===== src/rtl/uart_frame_receiver_if.sv =====
// Payload stream and frame status bundle between uart_frame_receiver and the capture buffer.
`timescale 1ns/1ps
interface uart_frame_receiver_if;
  logic [7:0] rx_data;
  logic       rx_valid;
  logic       rx_first;
  logic       rx_last;
  logic [7:0] frame_len;
  logic       frame_done;
  logic       frame_err;

  modport master (
    output rx_data, rx_valid, rx_first, rx_last, frame_len, frame_done, frame_err
  );

  modport slave (
    input rx_data, rx_valid, rx_first, rx_last, frame_len, frame_done, frame_err
  );
endinterface


===== src/rtl/uart_frame_receiver.sv =====
// 8N1 UART receiver (16x oversampling) feeding a [SYNC][LEN][payload] frame parser.
// Optional trailing checksum byte enabled by defining RX_CHECKSUM_EN.
`timescale 1ns/1ps
module uart_frame_receiver #(
  parameter int         CLK_FREQ  = 50_000_000,
  parameter int         BAUD      = 115_200,
  parameter logic [7:0] SYNC_BYTE = 8'hA5
) (
  input  logic                   Clk,
  input  logic                   reset,
  input  logic                   UART_In,
  uart_frame_receiver_if.master  rx
);

  localparam int DIV   = CLK_FREQ / (16 * BAUD);
  localparam int DIV_W = (DIV > 1) ? $clog2(DIV) : 1;

  typedef enum logic [2:0] {
    RX_IDLE,
    RX_START,
    RX_DATA,
    RX_STOP,
    RX_BREAK
  } rx_state_t;

  typedef enum logic [1:0] {
    F_SYNC,
    F_LEN,
    F_PAY
`ifdef RX_CHECKSUM_EN
    , F_CSUM
`endif
  } fr_state_t;

  logic             sync1_q, sync2_q;
  logic [DIV_W-1:0] div_cnt_q, div_cnt_d;
  logic             tick;
  logic             line;

  rx_state_t        rx_state_q, rx_state_d;
  logic [3:0]       os_cnt_q, os_cnt_d;
  logic [2:0]       bit_cnt_q, bit_cnt_d;
  logic [7:0]       shift_q, shift_d;
  logic             byte_stb_q, byte_stb_d;
  logic             ferr_stb_q, ferr_stb_d;

  fr_state_t        fr_state_q, fr_state_d;
  logic [7:0]       cnt_q, cnt_d;
  logic             first_pend_q, first_pend_d;
`ifdef RX_CHECKSUM_EN
  logic [7:0]       acc_q, acc_d;
`endif

  logic [7:0]       rx_data_q, rx_data_d;
  logic             rx_valid_q, rx_valid_d;
  logic             rx_first_q, rx_first_d;
  logic             rx_last_q, rx_last_d;
  logic [7:0]       frame_len_q, frame_len_d;
  logic             frame_done_q, frame_done_d;
  logic             frame_err_q, frame_err_d;

  assign line = sync2_q;
  assign tick = (div_cnt_q == DIV_W'(DIV - 1));

  // Oversample divider; realigned to the falling edge of each start bit.
  always_comb begin
    div_cnt_d = div_cnt_q + 1'b1;
    if (((rx_state_q == RX_IDLE) && !line) || tick) begin
      div_cnt_d = '0;
    end
  end

  // State registers for both FSMs, the synchroniser and the output flops.
  always_ff @(posedge Clk or negedge reset) begin
    if (!reset) begin
      sync1_q      <= 1'b1;
      sync2_q      <= 1'b1;
      div_cnt_q    <= '0;
      rx_state_q   <= RX_IDLE;
      os_cnt_q     <= '0;
      bit_cnt_q    <= '0;
      shift_q      <= '0;
      byte_stb_q   <= 1'b0;
      ferr_stb_q   <= 1'b0;
      fr_state_q   <= F_SYNC;
      cnt_q        <= '0;
      first_pend_q <= 1'b0;
`ifdef RX_CHECKSUM_EN
      acc_q        <= '0;
`endif
      rx_data_q    <= '0;
      rx_valid_q   <= 1'b0;
      rx_first_q   <= 1'b0;
      rx_last_q    <= 1'b0;
      frame_len_q  <= '0;
      frame_done_q <= 1'b0;
      frame_err_q  <= 1'b0;
    end else begin
      sync1_q      <= UART_In;
      sync2_q      <= sync1_q;
      div_cnt_q    <= div_cnt_d;
      rx_state_q   <= rx_state_d;
      os_cnt_q     <= os_cnt_d;
      bit_cnt_q    <= bit_cnt_d;
      shift_q      <= shift_d;
      byte_stb_q   <= byte_stb_d;
      ferr_stb_q   <= ferr_stb_d;
      fr_state_q   <= fr_state_d;
      cnt_q        <= cnt_d;
      first_pend_q <= first_pend_d;
`ifdef RX_CHECKSUM_EN
      acc_q        <= acc_d;
`endif
      rx_data_q    <= rx_data_d;
      rx_valid_q   <= rx_valid_d;
      rx_first_q   <= rx_first_d;
      rx_last_q    <= rx_last_d;
      frame_len_q  <= frame_len_d;
      frame_done_q <= frame_done_d;
      frame_err_q  <= frame_err_d;
    end
  end

  always_comb begin
    rx_state_d = rx_state_q;
    case (rx_state_q)
      RX_IDLE:  if (!line) rx_state_d = RX_START;
      RX_START: if (tick && os_cnt_q == 4'd7) rx_state_d = line ? RX_IDLE : RX_DATA;
      RX_DATA:  if (tick && os_cnt_q == 4'd15 && bit_cnt_q == 3'd7) rx_state_d = RX_STOP;
      RX_STOP:  if (tick && os_cnt_q == 4'd15) rx_state_d = line ? RX_IDLE : RX_BREAK;
      RX_BREAK: if (line) rx_state_d = RX_IDLE;
      default:  rx_state_d = RX_IDLE;
    endcase
  end

  always_comb begin
    os_cnt_d   = os_cnt_q;
    bit_cnt_d  = bit_cnt_q;
    shift_d    = shift_q;
    byte_stb_d = 1'b0;
    ferr_stb_d = 1'b0;
    case (rx_state_q)
      RX_START: begin
        if (tick) os_cnt_d = (os_cnt_q == 4'd7) ? 4'd0 : os_cnt_q + 4'd1;
      end
      RX_DATA: begin
        if (tick) begin
          os_cnt_d = os_cnt_q + 4'd1;
          if (os_cnt_q == 4'd15) begin
            shift_d   = {line, shift_q[7:1]};
            bit_cnt_d = bit_cnt_q + 3'd1;
          end
        end
      end
      RX_STOP: begin
        if (tick) begin
          os_cnt_d = os_cnt_q + 4'd1;
          if (os_cnt_q == 4'd15) begin
            byte_stb_d = line;
            ferr_stb_d = !line;
          end
        end
      end
      default: begin
        os_cnt_d  = '0;
        bit_cnt_d = '0;
      end
    endcase
  end

  always_comb begin
    fr_state_d = fr_state_q;
    case (fr_state_q)
      F_SYNC: if (byte_stb_q && shift_q == SYNC_BYTE) fr_state_d = F_LEN;
      F_LEN: begin
        if (ferr_stb_q) fr_state_d = F_SYNC;
        else if (byte_stb_q) fr_state_d = (shift_q == 8'd0) ? F_SYNC : F_PAY;
      end
      F_PAY: begin
        if (ferr_stb_q) fr_state_d = F_SYNC;
`ifdef RX_CHECKSUM_EN
        else if (byte_stb_q && cnt_q == 8'd1) fr_state_d = F_CSUM;
`else
        else if (byte_stb_q && cnt_q == 8'd1) fr_state_d = F_SYNC;
`endif
      end
`ifdef RX_CHECKSUM_EN
      F_CSUM: if (ferr_stb_q || byte_stb_q) fr_state_d = F_SYNC;
`endif
      default: fr_state_d = F_SYNC;
    endcase
  end

  always_comb begin
    cnt_d        = cnt_q;
    first_pend_d = first_pend_q;
`ifdef RX_CHECKSUM_EN
    acc_d        = acc_q;
`endif
    rx_data_d    = rx_data_q;
    rx_valid_d   = 1'b0;
    rx_first_d   = 1'b0;
    rx_last_d    = 1'b0;
    frame_len_d  = frame_len_q;
    frame_done_d = 1'b0;
    frame_err_d  = 1'b0;
    case (fr_state_q)
      F_LEN: begin
        if (ferr_stb_q) begin
          frame_err_d = 1'b1;
        end else if (byte_stb_q) begin
          if (shift_q == 8'd0) begin
            frame_err_d = 1'b1;
          end else begin
            frame_len_d  = shift_q;
            cnt_d        = shift_q;
            first_pend_d = 1'b1;
`ifdef RX_CHECKSUM_EN
            // Seeded with the marker so the check byte covers the whole frame.
            acc_d        = SYNC_BYTE ^ shift_q;
`endif
          end
        end
      end
      F_PAY: begin
        if (ferr_stb_q) begin
          frame_err_d = 1'b1;
        end else if (byte_stb_q) begin
          rx_data_d    = shift_q;
          rx_valid_d   = 1'b1;
          rx_first_d   = first_pend_q;
          rx_last_d    = (cnt_q == 8'd1);
          first_pend_d = 1'b0;
          cnt_d        = cnt_q - 8'd1;
`ifdef RX_CHECKSUM_EN
          acc_d        = acc_q ^ shift_q;
`else
          frame_done_d = (cnt_q == 8'd1);
`endif
        end
      end
`ifdef RX_CHECKSUM_EN
      F_CSUM: begin
        if (ferr_stb_q) begin
          frame_err_d = 1'b1;
        end else if (byte_stb_q) begin
          frame_done_d = (shift_q == acc_q);
          frame_err_d  = (shift_q != acc_q);
        end
      end
`endif
      default: ;
    endcase
  end

  assign rx.rx_data    = rx_data_q;
  assign rx.rx_valid   = rx_valid_q;
  assign rx.rx_first   = rx_first_q;
  assign rx.rx_last    = rx_last_q;
  assign rx.frame_len  = frame_len_q;
  assign rx.frame_done = frame_done_q;
  assign rx.frame_err  = frame_err_q;

endmodule

===== src/flat_wrapper.sv =====
// flat-port wrapper written by rule: the top's interface ports become plain ports
module uart_frame_receiver_flat 
#(
  parameter int         CLK_FREQ  = 50_000_000,
  parameter int         BAUD      = 115_200,
  parameter logic [7:0] SYNC_BYTE = 8'hA5
)
  (Clk, reset, UART_In, rx_rx_data, rx_rx_valid, rx_rx_first, rx_rx_last, rx_frame_len, rx_frame_done, rx_frame_err);
  uart_frame_receiver_if rx_i ();
  input  logic Clk;
  input  logic reset;
  input  logic UART_In;
  output wire logic [$bits(rx_i.rx_data)-1:0] rx_rx_data;
  output wire logic [$bits(rx_i.rx_valid)-1:0] rx_rx_valid;
  output wire logic [$bits(rx_i.rx_first)-1:0] rx_rx_first;
  output wire logic [$bits(rx_i.rx_last)-1:0] rx_rx_last;
  output wire logic [$bits(rx_i.frame_len)-1:0] rx_frame_len;
  output wire logic [$bits(rx_i.frame_done)-1:0] rx_frame_done;
  output wire logic [$bits(rx_i.frame_err)-1:0] rx_frame_err;
  assign rx_rx_data = rx_i.rx_data;
  assign rx_rx_valid = rx_i.rx_valid;
  assign rx_rx_first = rx_i.rx_first;
  assign rx_rx_last = rx_i.rx_last;
  assign rx_frame_len = rx_i.frame_len;
  assign rx_frame_done = rx_i.frame_done;
  assign rx_frame_err = rx_i.frame_err;
  uart_frame_receiver #(.CLK_FREQ(CLK_FREQ), .BAUD(BAUD), .SYNC_BYTE(SYNC_BYTE)) u_core (.Clk(Clk), .reset(reset), .UART_In(UART_In), .rx(rx_i));
endmodule

===== config.mk =====
export PLATFORM = sky130hd
export DESIGN_NAME = uart_frame_receiver_flat
export DESIGN_NICKNAME = d
export VERILOG_FILES = /design/src/rtl/uart_frame_receiver_if.sv /design/src/rtl/uart_frame_receiver.sv /design/src/flat_wrapper.sv
export SDC_FILE = /design/constraint.sdc
export NUM_CORES = 1
export LEC_CHECK = 0
export BUFFER_PORTS_ARGS = -buffer_cell sky130_fd_sc_hd__clkbuf_2
export CAP_MARGIN = 20
export CORE_MARGIN = 5
export CORE_UTILIZATION = 33
export CTS_BUF_LIST = sky130_fd_sc_hd__clkbuf_2
export DETAILED_ROUTE_END_ITERATION = 10
export MAX_ROUTING_LAYER = met4
export PLACE_DENSITY = 0.48
export SLEW_MARGIN = 20
export SYNTH_ARGS = -nofsm -noshare
export SYNTH_HDL_FRONTEND = slang
export SYNTH_SLANG_ARGS = --single-unit

===== constraint.sdc =====
create_clock -name Clk -period 2.2 [get_ports Clk]
set_input_delay 0 -clock Clk [delete_from_list [all_inputs] [get_ports Clk]]
set_output_delay 0 -clock Clk [all_outputs]
set_load 0.01 [all_outputs]

# After elaboration in Yosys (flattened, before gate mapping)
# Index checks and enable logic that the tools add are counted.
totals:
  regBits: 58
  in_bits: 3
  wordCells: 131
  output_inout_bits: 21
op_classes:
  eq_ne: 29
  muxes: 55
  n_reduce_logical: 22
  add_sub_neg: 4
  bitwise_logic: 3
ops:
  columns: ["operator", "count"]
  rows:
  - ["$mux W8", 5]
  - ["$mux W1", 24]
  - ["$mux W3", 8]
  - ["$ne A2 B1 Y1 const B", 11]
  - ["$pmux W8 S2", 1]
  - ["$pmux W3 S5", 1]
  - ["$mux W2", 7]
  - ["$mux W4", 3]
  - ["$reduce_and A3 Y1", 4]
  - ["$eq A8 B1 Y1 const B", 1]
  - ["$eq A8 B8 Y1 const B", 1]
  - ["$logic_not A8 Y1", 1]
  - ["$ne A2 B2 Y1 const B", 4]
  - ["$pmux W4 S2", 1]
  - ["$sub A8 B1 Y8 const B", 1]
  - ["$eq A3 B2 Y1 const B", 2]
  - ["$eq A3 B3 Y1 const B", 2]
  - ["$logic_and A1 B1 Y1", 6]
  - ["$ne A3 B1 Y1 const B", 2]
  - ["$pmux W2 S3", 1]
  - ["$pmux W3 S2", 1]
  - ["$reduce_and A6 Y1", 1]
  - ["$add A5 B1 Y5 const B", 1]
  - ["$eq A5 B5 Y1 const B", 1]
  - ["other kinds (19)", 23]

# Logic depth before layout (Yosys ltp)
logic_depth:
  depth_word: 5
  depth_mapped: 7
  ltp_nobuf: 6

# Least setup slack after synthesis
# Ideal clock, no wire load.
synth_timing:
  path_kind: "register to register"
  from: "register u_core.cnt_q[0]"
  to: "register u_core.cnt_q[6]"
  t_required_ns: 2.079
  setup_ns: 0.121
  path_stages_with_launch: 7
  arrival_ns: 1.747
  path_slack_ns: 0.332
  path_cell_list: "dfrtp_1 -> inv_1 -> ha_1 -> or3b_2 -> or3_1 -> o22a_1 -> o22a_1"
synth_between:
  elab_chain_len: 4
synth_lines:
  columns: ["item", "line_no", "rtl"]
  rows:
  - ["start: declaration", "uart_frame_receiver.sv:48", "logic [7:0] cnt_q, cnt_d;"]
  - ["start signal: assignment", "uart_frame_receiver.sv:109", "cnt_q <= cnt_d;"]
  - ["$sub A8 B1 Y8", "uart_frame_receiver.sv:234", "cnt_d = cnt_q - 8'd1;"]
  - ["$mux W8", "uart_frame_receiver.sv:228", "end else if (byte_stb_q) begin"]
  - ["$mux W8", "uart_frame_receiver.sv:226", "if (ferr_stb_q) begin"]
  - ["$pmux W8 S2", "uart_frame_receiver.sv:207", "case (fr_state_q)"]
# Every way passes these cells. The select of a mux whose other input is x is not followed.
# A chain may end at the register's enable or synchronous reset.

# Worst setup path after layout
# Same ends and word-level chain as after synthesis.

==> run summary <==
status -> complete, no violations
P_leak -> 1.51 nW
All-Layer GR Usage -> 0.132
Synth async-reset ratio -> 1.00
syn_area_per_cell -> 11.5 um^2
CTS resizes -> 0
Post-synth EDFFs -> 0
die area -> 0.0102 mm^2
cts bufs inserted -> 9
Setup CP Type -> register to register
Tmin final -> 2000 ps
Avg WL per Cell -> 14.7 um
worst-path maximum fanout -> 4
total number of vias -> 1924
die height -> 101 um
CTS tree -> built
share of cells above drive strength 1 -> 0.275
top_reg_cell synth -> dfrtp_1
hpwl dp -> 3880 um
Yosys cell types -> 45
PwrDens -> 547 mW/mm^2
most frequent cells in the layout -> dfrtp_1 (56), clkbuf_2 (32), mux2_2 (25)
Horiz. Die Dim -> 101 um
Post-Route Skew -> 16.8 ps
Final ANT Viol Nets -> 0
setup_tns -> 0 ps
Initial Util -> 0.336
Clock transition at path regs -> 160 ps
largest net degree at the start of global routing -> 59
Critical Path Most Common Cell -> o22a_1
Seq cells post-synth -> 58
post-route DRC violation count -> 0
CP required -> 2560 ps
Max VDD drop -> 0.327 mV
CTS Sinks -> 58
synth warn -> 0
Via density -> 5.00
crit-path cells -> inv_1 -> ha_1 -> or3b_2 -> or3_1 -> o22a_1 -> o22a_1
sequential fraction of the synthesis area -> 0.532
n_diodes -> 0
synthesized cell area -> 0.00273 mm^2
Post-Syn Nets -> 251
worst skew pair latency -> 460 ps
Iter 0 DRT Violations -> 81
Total Wirelength -> 5670 um
setup violators final -> 0
nets@finish -> 289
Gate Count Post-Synth -> 238
Routability Congestion -> 0.829
first-pass GRT wire length -> 10300 um
min-delay worst type -> input port to register
pins over their slew limit -> 0
initial antenna violation count -> 0
Slowest cell on crit path -> or3b_2
port buffer count -> 23
total congestion overflow -> 0
Layout Utilization -> 0.384
top-level I/O count -> 24
Tcrit/Tclk final -> 0.910
H-tree levels -> 3
DR pass1 iterations -> 4
slew margin rel. -> 0.506
# Max-Cap Violations -> 0
clock buffer depth -> 2
Startpoint Class -> register
worst path arrival time -> 2360 ps
Slew @ Worst Pin -> 741 ps
Max Clk Rate -> 0.500 GHz
CP endpoint kind -> register
Layout Area Growth over Synthesis -> 14.4%
Root Driver -> clkbuf_2
most common cell after layout, fill and taps aside -> dfrtp_1
vias in the first global route -> 2099
RSZ-0062 raised after global routing -> no
crit-path max cell delay -> 470 ps
Final Hold Vio Count -> 0
Placement Rows -> 33
Std-Cell Core Area -> 0.00813 mm^2
logic make-up after synthesis:
| family | count (synthesis) | synth area share |
|---|---|---|
| and+or+nand+nor | 75 | 0.156 |
| muxes | 25 | 0.103 |
| xor gates and xnor gates | 6 | 0.0192 |
| DFF | 58 | 0.532 |
| adders and majority gates | 10 | 0.0458 |
| AOI/OAI and AO/OA | 44 | 0.111 |
| buffers and inverters | 20 | 0.0334 |
Yosys cell counts (3+ instances only):
library cell / count / area share
a21oi_1: 11 / 0.020
a31oi_1: 9 / 0.021
and2_1: 3 / 0.0069
clkbuf_1: 5 / 0.0069
dfrtp_1: 56 / 0.51
ha_1: 10 / 0.046
inv_1: 11 / 0.015
mux2_2: 25 / 0.10
nand2_1: 10 / 0.014
nand3_1: 11 / 0.020
nand4b_1: 4 / 0.013
nor2_1: 17 / 0.023
nor3_1: 9 / 0.016
o21ai_0: 5 / 0.0092
o22a_1: 4 / 0.013
or3_1: 3 / 0.0069
xnor2_1: 3 / 0.0096
xor2_1: 3 / 0.0096
final cells by class:
type	instances	area (um^2)
clock buffers	9	45.0
clock inverters	6	48.8
well taps	105	131
flip-flops and latches	58	1450
inverters	11	41.3
fillers	783	5010
multi-input cells	160	1190
repair buffers	36	218
flip-flops by register name, indices dropped and copies added (netlist names), 3 cells and up:
register	cells
u_core.rx.rx_data	8
u_core.rx.frame_len	8
u_core.cnt_q	8
u_core.shift_q	8
u_core.rx_state_q	3
u_core.os_cnt_q	4
u_core.div_cnt_q	5
u_core.bit_cnt_q	3
stage by stage:
stage / power (mW) / instance area (um^2) / hold slack [ps] / setup WS (ps) / cells
final: 1.71 / 3130 / 172 / 199 / 385
after global routing: 1.81 / 3130 / 113 / 73.8 / 385
after CTS: 1.75 / 3130 / 131 / 193 / 385
after detailed placement: 1.12 / 3010 / 91.6 / 224 / 368
after global placement: 1.12 / 3010 / 91.8 / 262 / 368
after floorplan: 1.09 / 2730 / -296 / 332 / 238
critical path: cells and delay by family (launching register included):
family	cells	cell delay, ps
buffers and inverters	1	110
flip-flops	1	440
adder cells (fa/ha/maj)	1	190
AO/OA/AOI/OAI	2	360
AND/OR/NAND/NOR	2	810
final timing paths:
path | from | endpoint | slack (ps) | cells after the start
min in group asynchronous | reset | u_core.cnt_q[5] | 210 | 3
setup / recovery | u_core.cnt_q[0] | u_core.cnt_q[6] | 200 | 6
setup reg to reg | u_core.cnt_q[0] | u_core.cnt_q[6] | 200 | 6
max in group asynchronous | reset | u_core.rx.rx_data[6] | 1490 | 3
hold / removal | UART_In | u_core.sync1_q | 170 | 2
hold reg to reg | u_core.sync1_q | u_core.line | 370 | 0
routing by layer:
| metal | GRT usage | share of wire | up-vias |
|---|---|---|---|
| met2 | 0.213 | 0.48 | 27 |
| met5 | - | 0 | - |
| met1 | 0.154 | 0.46 | 943 |
| met4 | 0.0460 | 0.019 | 0 |
| met3 | 0.0450 | 0.040 | 9 |
| li1 | - | - | 945 |
power by group:
| group | switching (mW) | internal (mW) |
|---|---|---|
| registers | 0.00212 | 1.07 |
| logic | 0.0218 | 0.00500 |
| clock network | 0.371 | 0.239 |
| total | 0.395 | 1.31 |
repair_timing:
action,4_1_cts,5_1_grt
hold endpoints to repair,57,0
hold buffers,2,0
buffers inserted,0,0
No activity file was read; power rests on OpenSTA's default activity.
